--- src/rtl/mem_stage_pkg.sv ---
// Shared encodings for the memory-access stage: bus op and size codes, FSM states.
// Purely declarative; no logic, no latency, no flow control.
package mem_stage_pkg;

   localparam int XLEN = 64;

   localparam logic [1:0] MEM_NONE  = 2'b00;
   localparam logic [1:0] MEM_LOAD  = 2'b01;
   localparam logic [1:0] MEM_STORE = 2'b10;
   localparam logic [1:0] MEM_RSVD  = 2'b11;

   localparam logic [1:0] SIZE_B = 2'b00;
   localparam logic [1:0] SIZE_H = 2'b01;
   localparam logic [1:0] SIZE_W = 2'b10;
   localparam logic [1:0] SIZE_D = 2'b11;

   localparam logic [1:0] S_IDLE = 2'b00;
   localparam logic [1:0] S_REQ  = 2'b01;
   localparam logic [1:0] S_RESP = 2'b10;
   localparam logic [1:0] S_DONE = 2'b11;

   // Reserved op code behaves as a plain pass-through instruction.
   function automatic logic is_mem_op(input logic [1:0] op);
      return (op == MEM_LOAD) || (op == MEM_STORE);
   endfunction

endpackage

--- src/rtl/mem_stage_lsu_align.sv ---
// Lane steering for the data bus: store byte-enables/data shift, load extract/extend, misalign flag.
// Purely combinational, zero latency; no flow control.
module lsu_align
   import mem_stage_pkg::*;
(
   input  logic [2:0]      offset,
   input  logic [1:0]      size,
   input  logic            is_unsigned,
   input  logic [XLEN-1:0] store_data,
   input  logic [XLEN-1:0] load_data,
   output logic [7:0]      be,
   output logic [XLEN-1:0] wdata,
   output logic [XLEN-1:0] rdata,
   output logic            misalign
);

   logic [5:0]      bit_shift;
   logic [XLEN-1:0] ld_shifted;
   logic [7:0]      size_mask;

   assign bit_shift  = {offset, 3'b000};
   assign ld_shifted = load_data >> bit_shift;
   assign wdata      = store_data << bit_shift;
   assign be         = size_mask << offset;

   always_comb begin
      size_mask = 8'hFF;
      misalign  = 1'b0;
      rdata     = ld_shifted;
      case (size)
         SIZE_B: begin
            size_mask = 8'h01;
            rdata = is_unsigned ? {{(XLEN-8){1'b0}}, ld_shifted[7:0]}
                                : {{(XLEN-8){ld_shifted[7]}}, ld_shifted[7:0]};
         end
         SIZE_H: begin
            size_mask = 8'h03;
            misalign  = offset[0];
            rdata = is_unsigned ? {{(XLEN-16){1'b0}}, ld_shifted[15:0]}
                                : {{(XLEN-16){ld_shifted[15]}}, ld_shifted[15:0]};
         end
         SIZE_W: begin
            size_mask = 8'h0F;
            misalign  = |offset[1:0];
            rdata = is_unsigned ? {{(XLEN-32){1'b0}}, ld_shifted[31:0]}
                                : {{(XLEN-32){ld_shifted[31]}}, ld_shifted[31:0]};
         end
         default: begin
            size_mask = 8'hFF;
            misalign  = |offset;
            rdata     = ld_shifted;
         end
      endcase
   end

endmodule

--- src/rtl/mem_stage.sv ---
// RV64 memory stage: ALU/CSR results retire in 1 cycle; loads/stores run req/gnt/rvalid (store >=2, load >=3 cycles).
// stall_i freezes the output registers only; busy_o holds upstream while a bus access is pending.
module mem_stage
   import mem_stage_pkg::*;
(
   input  logic            clk_i,
   input  logic            rst_ni,
   input  logic            stall_i,
   input  logic            flush_i,
   input  logic            valid_i,
   input  logic [4:0]      rd_addr_i,
   input  logic            rd_we_i,
   input  logic [XLEN-1:0] rd_data_i,
   input  logic [1:0]      mem_op_i,
   input  logic [1:0]      mem_size_i,
   input  logic            mem_unsigned_i,
   input  logic [XLEN-1:0] store_data_i,
   input  logic [11:0]     csr_addr_i,
   input  logic [XLEN-1:0] csr_data_i,
   input  logic            csr_we_i,
   output logic            dmem_req_o,
   output logic            dmem_we_o,
   output logic [XLEN-1:0] dmem_addr_o,
   output logic [XLEN-1:0] dmem_wdata_o,
   output logic [7:0]      dmem_be_o,
   input  logic            dmem_gnt_i,
   input  logic            dmem_rvalid_i,
   input  logic [XLEN-1:0] dmem_rdata_i,
   output logic            valid_o,
   output logic [4:0]      rd_addr_o,
   output logic [XLEN-1:0] rd_data_o,
   output logic            rd_we_o,
   output logic [11:0]     csr_addr_o,
   output logic [XLEN-1:0] csr_data_o,
   output logic            csr_we_o,
   output logic            misalign_o,
   output logic            busy_o,
   output logic [4:0]      fwdrd_addr_o,
   output logic [XLEN-1:0] fwdrd_data_o
);

   logic [1:0]      state_q;
   logic            req_q;
   logic            kill_q;
   logic            op_store_q;
   logic            op_unsigned_q;
   logic            op_rd_we_q;
   logic [1:0]      op_size_q;
   logic [2:0]      op_offset_q;
   logic [4:0]      op_rd_addr_q;
   logic [7:0]      op_be_q;
   logic [XLEN-1:0] op_addr_q;
   logic [XLEN-1:0] op_wdata_q;
   logic [XLEN-1:0] op_data_q;

   logic            idle;
   logic            in_mem;
   logic            in_aligned_mem;
   logic            killed;
   logic [2:0]      al_offset;
   logic [1:0]      al_size;
   logic            al_unsigned;
   logic [7:0]      al_be;
   logic [XLEN-1:0] al_wdata;
   logic [XLEN-1:0] al_rdata;
   logic            al_misalign;

   assign idle   = (state_q == S_IDLE);
   assign in_mem = valid_i && is_mem_op(mem_op_i);
   assign killed = kill_q || flush_i;

   // In IDLE the aligner sees the incoming op; afterwards it works on the latched op for load data.
   assign al_offset   = idle ? rd_data_i[2:0] : op_offset_q;
   assign al_size     = idle ? mem_size_i     : op_size_q;
   assign al_unsigned = idle ? mem_unsigned_i : op_unsigned_q;

   lsu_align u_align (
      .offset      (al_offset),
      .size        (al_size),
      .is_unsigned (al_unsigned),
      .store_data  (store_data_i),
      .load_data   (dmem_rdata_i),
      .be          (al_be),
      .wdata       (al_wdata),
      .rdata       (al_rdata),
      .misalign    (al_misalign)
   );

   assign in_aligned_mem = in_mem && !al_misalign;
   assign busy_o         = !idle || in_aligned_mem;

   always_ff @(posedge clk_i or negedge rst_ni) begin
      if (!rst_ni) begin
         state_q       <= S_IDLE;
         req_q         <= 1'b0;
         kill_q        <= 1'b0;
         op_store_q    <= 1'b0;
         op_unsigned_q <= 1'b0;
         op_rd_we_q    <= 1'b0;
         op_size_q     <= 2'b00;
         op_offset_q   <= 3'b000;
         op_rd_addr_q  <= 5'd0;
         op_be_q       <= 8'h00;
         op_addr_q     <= '0;
         op_wdata_q    <= '0;
         op_data_q     <= '0;
      end else begin
         case (state_q)
            S_IDLE: begin
               if (in_aligned_mem && !flush_i) begin
                  state_q       <= S_REQ;
                  req_q         <= 1'b1;
                  kill_q        <= 1'b0;
                  op_store_q    <= (mem_op_i == MEM_STORE);
                  op_unsigned_q <= mem_unsigned_i;
                  op_rd_we_q    <= rd_we_i;
                  op_size_q     <= mem_size_i;
                  op_offset_q   <= rd_data_i[2:0];
                  op_rd_addr_q  <= rd_addr_i;
                  op_be_q       <= al_be;
                  op_addr_q     <= {rd_data_i[XLEN-1:3], 3'b000};
                  op_wdata_q    <= al_wdata;
                  op_data_q     <= rd_data_i;
               end
            end
            S_REQ: begin
               // Once granted the access is committed; a coincident flush only suppresses retirement.
               if (dmem_gnt_i) begin
                  req_q   <= 1'b0;
                  kill_q  <= flush_i;
                  state_q <= op_store_q ? S_DONE : S_RESP;
               end else if (flush_i) begin
                  req_q   <= 1'b0;
                  state_q <= S_IDLE;
               end
            end
            S_RESP: begin
               if (flush_i) kill_q <= 1'b1;
               if (dmem_rvalid_i) begin
                  op_data_q <= al_rdata;
                  state_q   <= S_DONE;
               end
            end
            default: begin
               if (flush_i) kill_q <= 1'b1;
               if (!stall_i) state_q <= S_IDLE;
            end
         endcase
      end
   end

   always_ff @(posedge clk_i or negedge rst_ni) begin
      if (!rst_ni) begin
         valid_o    <= 1'b0;
         rd_addr_o  <= 5'd0;
         rd_data_o  <= '0;
         rd_we_o    <= 1'b0;
         csr_addr_o <= 12'd0;
         csr_data_o <= '0;
         csr_we_o   <= 1'b0;
         misalign_o <= 1'b0;
      end else if (!stall_i) begin
         if (state_q == S_DONE) begin
            valid_o    <= !killed;
            rd_addr_o  <= op_rd_addr_q;
            rd_data_o  <= op_data_q;
            rd_we_o    <= op_rd_we_q && !op_store_q && !killed;
            csr_we_o   <= 1'b0;
            misalign_o <= 1'b0;
         end else if (idle && valid_i && !flush_i && !in_aligned_mem) begin
            // Pass-through op, or a misaligned access retiring without touching the bus.
            valid_o    <= 1'b1;
            rd_addr_o  <= rd_addr_i;
            rd_data_o  <= rd_data_i;
            rd_we_o    <= rd_we_i && !in_mem;
            csr_addr_o <= csr_addr_i;
            csr_data_o <= csr_data_i;
            csr_we_o   <= csr_we_i && !in_mem;
            misalign_o <= in_mem;
         end else begin
            valid_o    <= 1'b0;
            rd_we_o    <= 1'b0;
            csr_we_o   <= 1'b0;
            misalign_o <= 1'b0;
         end
      end
   end

   assign dmem_req_o   = req_q;
   assign dmem_we_o    = op_store_q;
   assign dmem_addr_o  = op_addr_q;
   assign dmem_wdata_o = op_wdata_q;
   assign dmem_be_o    = op_be_q;

   assign fwdrd_addr_o = rd_we_o ? rd_addr_o : 5'd0;
   assign fwdrd_data_o = rd_data_o;

endmodule

--- config.mk ---
export PLATFORM = sky130hd
export DESIGN_NAME = mem_stage
export DESIGN_NICKNAME = d
export VERILOG_FILES = /design/src/rtl/mem_stage_pkg.sv /design/src/rtl/mem_stage_lsu_align.sv /design/src/rtl/mem_stage.sv
export SDC_FILE = /design/constraint.sdc
export NUM_CORES = 1
export LEC_CHECK = 0
export BUFFER_PORTS_ARGS = -buffer_cell sky130_fd_sc_hd__buf_2
export CAP_MARGIN = 20
export CELL_PAD_IN_SITES_DETAIL_PLACEMENT = 1
export CELL_PAD_IN_SITES_GLOBAL_PLACEMENT = 1
export CORE_AREA = 2 2 247 249
export DETAILED_ROUTE_END_ITERATION = 12
export DIE_AREA = 0 0 249 251
export PLACE_DENSITY_LB_ADDON = 0.1
export SETUP_SLACK_MARGIN = 0.5
export SYNTH_ARGS = -nofsm -noshare
export SYNTH_HDL_FRONTEND = slang
export SYNTH_SLANG_ARGS = --single-unit
export TNS_END_PERCENT = 20
--- constraint.sdc ---
create_clock -name clk_i -period 8.7 [get_ports clk_i]
set_clock_uncertainty 0.05 [all_clocks]
set_input_delay 2.61 -clock clk_i [delete_from_list [all_inputs] [get_ports clk_i]]
set_output_delay 2.61 -clock clk_i [all_outputs]
set_load 0.005 [all_outputs]
# Yosys cells after proc, flatten, opt, wreduce, memory -nomap -nowiden
# Cells that the tools add are included.
# totals
output_inout_bits	357
reg_bits	363
input_bits	287
# classes
n_reduce_logical	35
mux	40
eq_ne	12
bitwise_logic	2
shift	3
# op_table
op	count
2-to-1 mux 64 bit	7
case mux 64 bit (3 select lines)	1
case mux 64 bit (2 select lines)	1
<< shifter 64 x 6 -> 64 bit	1
>> shifter 64 x 6 -> 64 bit	1
case mux 8 bit (3 select lines)	1
2-to-1 mux 1 bit	16
2-to-1 mux 5 bit	3
2-to-1 mux 2 bit	6
AND reduction 3 bit	4
logical AND 1 bit	10
equality test 2 bit (second input constant)	4
<< shifter 8 x 3 -> 8 bit	1
zero test 1 bit	7
equality test 2 x 1 -> 1 bit (second input constant)	3
case mux 2 bit (3 select lines)	1
nonzero test 2 bit	3
zero test 2 bit	2
inequality test 2 bit (second input constant)	2
inequality test 4 x 1 -> 1 bit (second input constant)	1
case mux 1 bit (2 select lines)	2
AND reduction 2 bit	2
AND reduction 4 bit	1
logical OR 1 bit	3
8 further kinds	9

# Depth between registers and ports, before layout
# Gate-level depths: netlist of the first run.
# logic_depth
depth_word	10
depth_mapped	13

# Hierarchy
# Synthesis of the first run repeated with hierarchy kept, for this count alone.
# hier_totals
hier_cells	1886
area_unflattened_um2	20214.4
# by_module_without_submodules
mod	instances	area_per_inst_um2	cells_per_inst
mem_stage	1	15717.6	1286
lsu_align	1	4496.8	600

# Worst setup path before layout of the first run
# OpenSTA, ideal clock, no wires.
# synth_path
path_type	input-to-output
start	input port rd_data_i[0]
end	output port busy_o
t_arrival_ns	3.778
cell_stages	6
n_path_buf	3
setup_slack_ns	2.262
cell_sequence	mux2_2 buf_2 a221o_1 buf_2 clkbuf_1 nand2_1
# synth_via
elab_chain_len	6
elab_cells_between_ends	7
classes_between	mux (2); reduce/logical (5)
# synth_lines
element	line_no	source
start: declaration	mem_stage.sv:13	input logic [XLEN-1:0] rd_data_i,
2-to-1 mux 3 bit *	mem_stage.sv:73	assign al_offset = idle ? rd_data_i[2:0] : op_offset_q;
OR reduction 3 bit / OR reduction 2 bit (equally long branches)	mem_stage_lsu_align.sv:50, mem_stage_lsu_align.sv:44	
case mux 1 bit (3 select lines) *	mem_stage_lsu_align.sv:30	case (size)
zero test 1 bit *	mem_stage.sv:89	assign in_aligned_mem = in_mem && !al_misalign;
logical AND 1 bit *	mem_stage.sv:89	
logical OR 1 bit *	mem_stage.sv:90	assign busy_o = !idle || in_aligned_mem;
end: declaration	mem_stage.sv:37	output logic busy_o,
# Every way passes the cells marked *; elsewhere a longest branch is shown, timed or not.

# Final worst setup path of the first run
# layout_path
start	input port mem_size_i[0]
end	output port busy_o
# layout_via
elab_chain_len	6
elab_cells_between_ends	8
classes_between	eq/ne (2); mux (2); reduce/logical (4)
# layout_lines
element	line_no	source
start: declaration	mem_stage.sv:15	input logic [1:0] mem_size_i,
2-to-1 mux 2 bit *	mem_stage.sv:74	assign al_size = idle ? mem_size_i : op_size_q;
equality test 2 bit, or another cell as far along	mem_stage_lsu_align.sv:30	
case mux 1 bit (3 select lines) *	mem_stage_lsu_align.sv:30	
zero test 1 bit *	mem_stage.sv:89	
logical AND 1 bit *	mem_stage.sv:89	
logical OR 1 bit *	mem_stage.sv:90	
# Marks and branches as above.

==> results of run 1 <==
==> metrics by stage <==
step / utilization / cell area, um^2 / power [W] / std cells
6_report: 0.403 / 24100 / 0.00945 / 3382
5_1_grt: 0.402 / 24100 / 0.0101 / 3377
4_1_cts: 0.401 / 24000 / 0.00952 / 3363
3_5_place_dp: 0.376 / 22500 / 0.00753 / 3282
3_3_place_gp: 0.376 / 22500 / 0.00740 / 3282
2_1_floorplan: - / 19200 / 0.00567 / 2074
==> sequential cells by signal, indices dropped and copies added, names as in the netlist, 2 cells and up <==
signal	cells
csr_data_o	64
state_q	2
dmem_wdata_o	64
csr_addr_o	12
op_size_q	2
op_data_q	64
op_offset_q	3
fwdrd_data_o	64
dmem_addr_o	61
dmem_be_o	8
op_rd_addr_q	5
rd_addr_o	5
==> area by class of cell <==
cell class,instances,area share
sequential,363,0.377
multi-input combinational,1461,0.372
timing repair buffer,671,0.145
clock buffer,66,0.0543
tap,782,0.0406
clock inverter,15,0.00785
antenna,17,0.00177
inverter,7,0.00120
==> worst min-delay path, cell delays in order, from the launching register on <==
cell and delay [ps]:
dfrtp_1 340, nand2_1 50, nand2_1 40
==> path summary, 6_finish.rpt <==
| check | to | slack (ps) | startpoint |
|---|---|---|---|
| worst max-delay path | busy_o | 1880 | mem_size_i[0] |
| worst min register to register | dmem_wdata_o[29]$_DFFE_PN0P_ | 410 | dmem_wdata_o[29]$_DFFE_PN0P_ |
| max in group asynchronous | op_size_q[0]$_DFFE_PN0P_ | 5320 | rst_ni |
| worst min-delay path | dmem_wdata_o[29]$_DFFE_PN0P_ | 410 | dmem_wdata_o[29]$_DFFE_PN0P_ |
| min in group asynchronous | dmem_wdata_o[7]$_DFFE_PN0P_ | 1930 | rst_ni |
| worst max register to register | op_data_q[55]$_DFFE_PN0P_ | 3640 | state_q[0]$_DFFE_PN0P_ |
==> cells in the final DEF, fill, tap and decap left out, types with 20 or more instances in the layout <==
master,instances
a21oi_1,180
a31oi_1,34
buf_2,639
buf_4,27
clkbuf_16,47
dfrtp_1,363
mux2_2,75
mux2i_1,110
nand2_1,477
nand3_1,51
nor2_1,39
o21a_1,31
o21ai_0,107
o21ai_1,20
o22ai_1,157
==> power by group through the flow <==
stage,Sequential [W],Combinational [W],Clock [W]
finish,0.00300,0.00450,0.00196
global route,0.00310,0.00492,0.00207
CTS,0.00300,0.00452,0.00200
detailed placement,0.00302,0.00450,0
global placement,0.00298,0.00442,0
floorplan,0.00292,0.00275,0
==> metal layers <==
metal  GRT usage  share of wire
met2       0.455           0.49
met3      0.0586          0.058
met1       0.348           0.43
met4      0.0715          0.025
met5           0         0.0022
==> logic make-up (layout without fill, tap and decap cells) <==
| group | Yosys count | in the layout | share of synthesized area |
|---|---|---|---|
| adder cells (fa/ha/maj) | 5 | 5 | 0.00325 |
| buffers and inverters | 250 | 759 | 0.0679 |
| multiplexers | 215 | 215 | 0.130 |
| AND/OR/NAND/NOR | 613 | 613 | 0.130 |
| AO/OA/AOI/OAI | 625 | 625 | 0.197 |
| other | 1 | 20 | 0.000195 |
| flip-flops | 363 | 363 | 0.472 |
==> reports/qor.csv, run 1 <==
metric;value;unit
synth_seq_cells;363;
crit_family;compound AO/OA/AOI/OAI gates;
yosysWarnings;0;
die_w;249;um
slew_viol_final;0;
ctsResizeCount;0;
multi_input_area;8950;um^2
hold_violations;0;
min_period;6820;ps
synth_common_cells;478 x nand2_1, 363 x dfrtp_1, 180 x a21oi_1;
power_density;393;nW/um^2
final_min_period_over_clock_period;0.784;
numPortBuffers;640;
critPathLaunchType;input port;
h-tree-depth;2;
synthToLayoutAreaGrowth;25.2;%
p_sw_frac;0.428;
postLayoutSetupSlackWorst;1880;ps
cp.depth;6;
wire_per_inst;25.4;um
p_int;0.00541;W
outcome;finished clean;
path_max_fanout;12;
worst_pin_slew;1150;ps
first_global_vias;19100;
num_rows;90;
root_buffer;clkbuf_16;
path_cells;buf_2 > mux2i_2 > nand2_2 > a221o_2 > nand2_1 > buf_2;
crit_slowest_cell;a221o_2;
die_h;251;um
gp_congestion;0.868;
hold_path_class;flop to flop;
critical_path_class;input port to primary output;
synth_most_common_cell;nand2_1;
grt_overflow_total;0;
clock.fmax;0.147;GHz
post_cts_buffers;0;
initial_core_util;0.322;
grt_max_degree;164;
netlist_top_cells_area;dfrtp_1 47%, nand2_1 9.3%, mux2i_1 5.8%, o22ai_1 5.1%, a21oi_1 4.7%;
switchingPower;0.00404;W
drt-total-wl;86000;um
postSynth.asyncResetShare;1.00;
yosysSeqAreaShare;0.472;
path_clk_slew;50;ps
synth-main-ff-cell;dfrtp_1;
nFillCells;7056;
power_frac_clock;0.207;
vias;18300;
postCtsHoldBufs;0;
final-seq-area;9080;um^2
peakVddDrop;0.210;mV
dieArea;62500;um^2
critPathBufInv;2;
critPathMostFrequentCell;buf_2;
power.share.sequential;0.317;
setup_tns;0;ps
ant_nets;0;
worst_path_largest_cell_delay;480;ps
syn_area;19200;um^2
yosysTopAreaCell;dfrtp_1;
whs;412;ps
nets;2842;
clock_path_buffers;3;
syn_inst;2072;
clock_sinks;363;
drtPass1Iterations;4;
hold_path_depth;2;
core;59800;um^2
required;6040;ps
dp_hpwl;61300;um
vias_per_cell;5.42;
leakage;12.0;nW
io-pin-count;644;
cts_tree;built;
ys_types;59;
drtIter0Drc;1002;
max_slew_margin;0.231;
drive_gt1_frac;0.334;
critPathCaptureType;primary output;
synthesis.area_per_instance;9.28;um^2
numCtsBuffers;46;
p_comb_frac;0.476;
finalSetupViolations;0;
synth_edf_count;0;
yosysTopAreaCellShare;0.472;
antenna_found_initial;43;
globalRouteTotalUtil;0.269;
worstSkewPairLatency;590;ps
worst_r2r_path_depth;10;
grt_pass1_wl;128000;um
cp_data_arrival_time;4160;ps
rsz0062_at_grt;no;
drc_errors;0;
drv_cap;0;
place_ws;1880;ps
(Power assumes the default switching activity.)
==> inputs of run 2 (changes only) <==
- CORE_AREA: 2 2 247 249 -> 2 2 248 250
- DIE_AREA: 0 0 249 251 -> 0 0 250 252
- clock period: 8.7 -> 5.9 ns (I/O delays scaled with it)
==> reports/qor.csv, run 2 (same netlist as run 1, synthesis figures left out) <==
metric;value;unit;change
crit_family;compound AO/OA/AOI/OAI gates;;
post_cts_buffers;0;;unchanged
grt.met1_usage;0.340;;-0.00804
globalRouteTotalUtil;0.265;;-0.00391
critPathCaptureType;primary output;;
top_usage_layer;met2;;
critPathLaunch;mem_size_i[0];;
drc_errors;0;;unchanged
setup_tns;0;ps;unchanged
num_rows;90;;unchanged
initial_core_util;0.320;;-0.00181
ant_nets;0;;unchanged
die_w;250;um;+0.40%
drtPass1Iterations;5;;+1
required;4080;ps;-1960 ps
nFillCells;7055;;-0.014%
place_area;22700;um^2;+0.81%
h-tree-depth;2;;unchanged
cp_data_arrival_time;3400;ps;-760 ps
critPathBufInv;2;;unchanged
synthToLayoutAreaGrowth;26.0;%;
grt_overflow_total;0;;unchanged
max_slew_margin;0.303;;+0.0714
final_cell_mix;639 x buf_2, 477 x nand2_1, 363 x dfrtp_1;;
critical_path_class;input port to primary output;;
drtIter0Drc;1156;;+15%
numPortBuffers;640;;unchanged
final_min_period_over_clock_period;0.885;;
finalSetupViolations;0;;unchanged
hold_path_class;flop to flop;;
die_h;252;um;+0.40%
path_clk_slew;50;ps;about the same
wire_per_inst;25.2;um;-0.84%
path_cells;buf_2 > mux2i_2 > nand2_2 > a221o_2 > nand2_1 > buf_2;;
drv_cap;0;;unchanged
place_inst;3298;;+0.49%
vias_per_cell;5.39;;-0.49%
min_period;5220;ps;
crit_slowest_cell;a221o_2;;
fin_area;24200;um^2;+0.61%
clock_sinks;363;;unchanged
leakage;12.1;nW;+0.71%
grt_pass1_wl;127000;um;-1.1%
use_met2;0.449;;-0.00644
gp_congestion;0.933;;+7.5%
worstSkewPairLatency;600;ps;about the same
numCtsBuffers;45;;-2.2%
first_global_vias;19100;;+0.41%
clock.fmax;0.191;GHz;
grt_max_degree;122;;-26%
peakVddDrop;0.295;mV;+40%
nets;2855;;+0.46%
fin_cells;3390;;+0.24%
critPathMostFrequentCell;buf_2;;
outcome;finished clean;;
root_buffer;clkbuf_16;;
io-pin-count;644;;unchanged
antenna_found_initial;25;;-42%
vias;18300;;-0.26%
postCtsHoldBufs;0;;unchanged
hold_violations;0;;unchanged
rsz0062_at_grt;no;;
power_density;578;nW/um^2;+47%
critPathLaunchType;input port;;
drt-total-wl;85400;um;-0.61%
worst_pin_slew;1050;ps;-107 ps
core;60100;um^2;+0.57%
ctsResizeCount;0;;unchanged
dieArea;63000;um^2;+0.80%
slew_viol_final;0;;unchanged
rr_startpoint;state_q[0]$_DFFE_PN0P_;;
cts_tree;built;;
path_max_fanout;12;;unchanged
use_met3;0.0546;;-0.00403
holdCritStartpoint;dmem_wdata_o[21]$_DFFE_PN0P_;;
worst_path_largest_cell_delay;480;ps;about the same
final_common_cell;buf_2;;
clock_path_buffers;3;;unchanged
dp_hpwl;62900;um;+2.6%
drive_gt1_frac;0.338;;+0.00424
[run 2: changes by cell type in the layout (fill, tap and decap cells not counted), moves of 2 or more]
cell | before | now
buf_12 | 2 | 7
clkbuf_1 | 13 | 9
clkinv_2 | 9 | 7
clkbuf_8 | 6 | 10
buf_4 | 27 | 38
inv_6 | 2 | 0
[run 2: worst reg2reg max path: cells and delay by family (launching register included)]
family | cells | cell delay, ps
compound gates | 4 | 1540
fa+ha+maj | 1 | 410
buf+inv | 3 | 700
flops | 1 | 420
mux | 1 | 640
simple gates | 1 | 570
[run 2: path summary, 6_finish.rpt]
kind | end | slack, ps | cells past startpoint
worst max-delay path | busy_o | 680 | 6
worst min-delay path | dmem_wdata_o[21]$_DFFE_PN0P_ | 410 | 2
worst max register to register | op_data_q[38]$_DFFE_PN0P_ | 1420 | 10
worst min register to register | dmem_wdata_o[21]$_DFFE_PN0P_ | 410 | 2
max in group asynchronous | fwdrd_data_o[55]$_DFFE_PN0P_ | 3410 | 2
min in group asynchronous | dmem_wdata_o[31]$_DFFE_PN0P_ | 1150 | 1
[run 2: final cells by class]
type,instances,area [um^2],area share
Timing Repair Buffer,685,3640,0.150
Clock inverter,11,181,0.00749
Multi-Input combinational cell,1461,8950,0.370
Sequential cell,363,9080,0.375
Antenna cell,16,40.0,0.00165
Inverter,7,28.8,0.00119
Clock buffer,65,1320,0.0546
Tap cell,782,978,0.0404
[run 2: report_power, final]
part	internal (W)	switching, W	total [W]
logic	0.00271	0.00403	0.00674
clock network	0.00173	0.00114	0.00286
registers	0.00360	0.000805	0.00441
[run 2: metrics by stage]
stage	hold slack (ps)	power [W]	worst slack (ps)	util
after detailed placement	402	0.0112	656	0.377
final	412	0.0140	676	0.403
after global routing	435	0.0150	548	0.403
after floorplan	388	0.00836	1140	-
after CTS	416	0.0141	650	0.402
after global placement	402	0.0110	768	0.377
[run 2: routing by layer]
metal,vias to the layer above,wire (um)
met2,581,42000
met4,14,2200
met5,-,89
met3,119,4930
met1,9208,36200
li1,8351,-
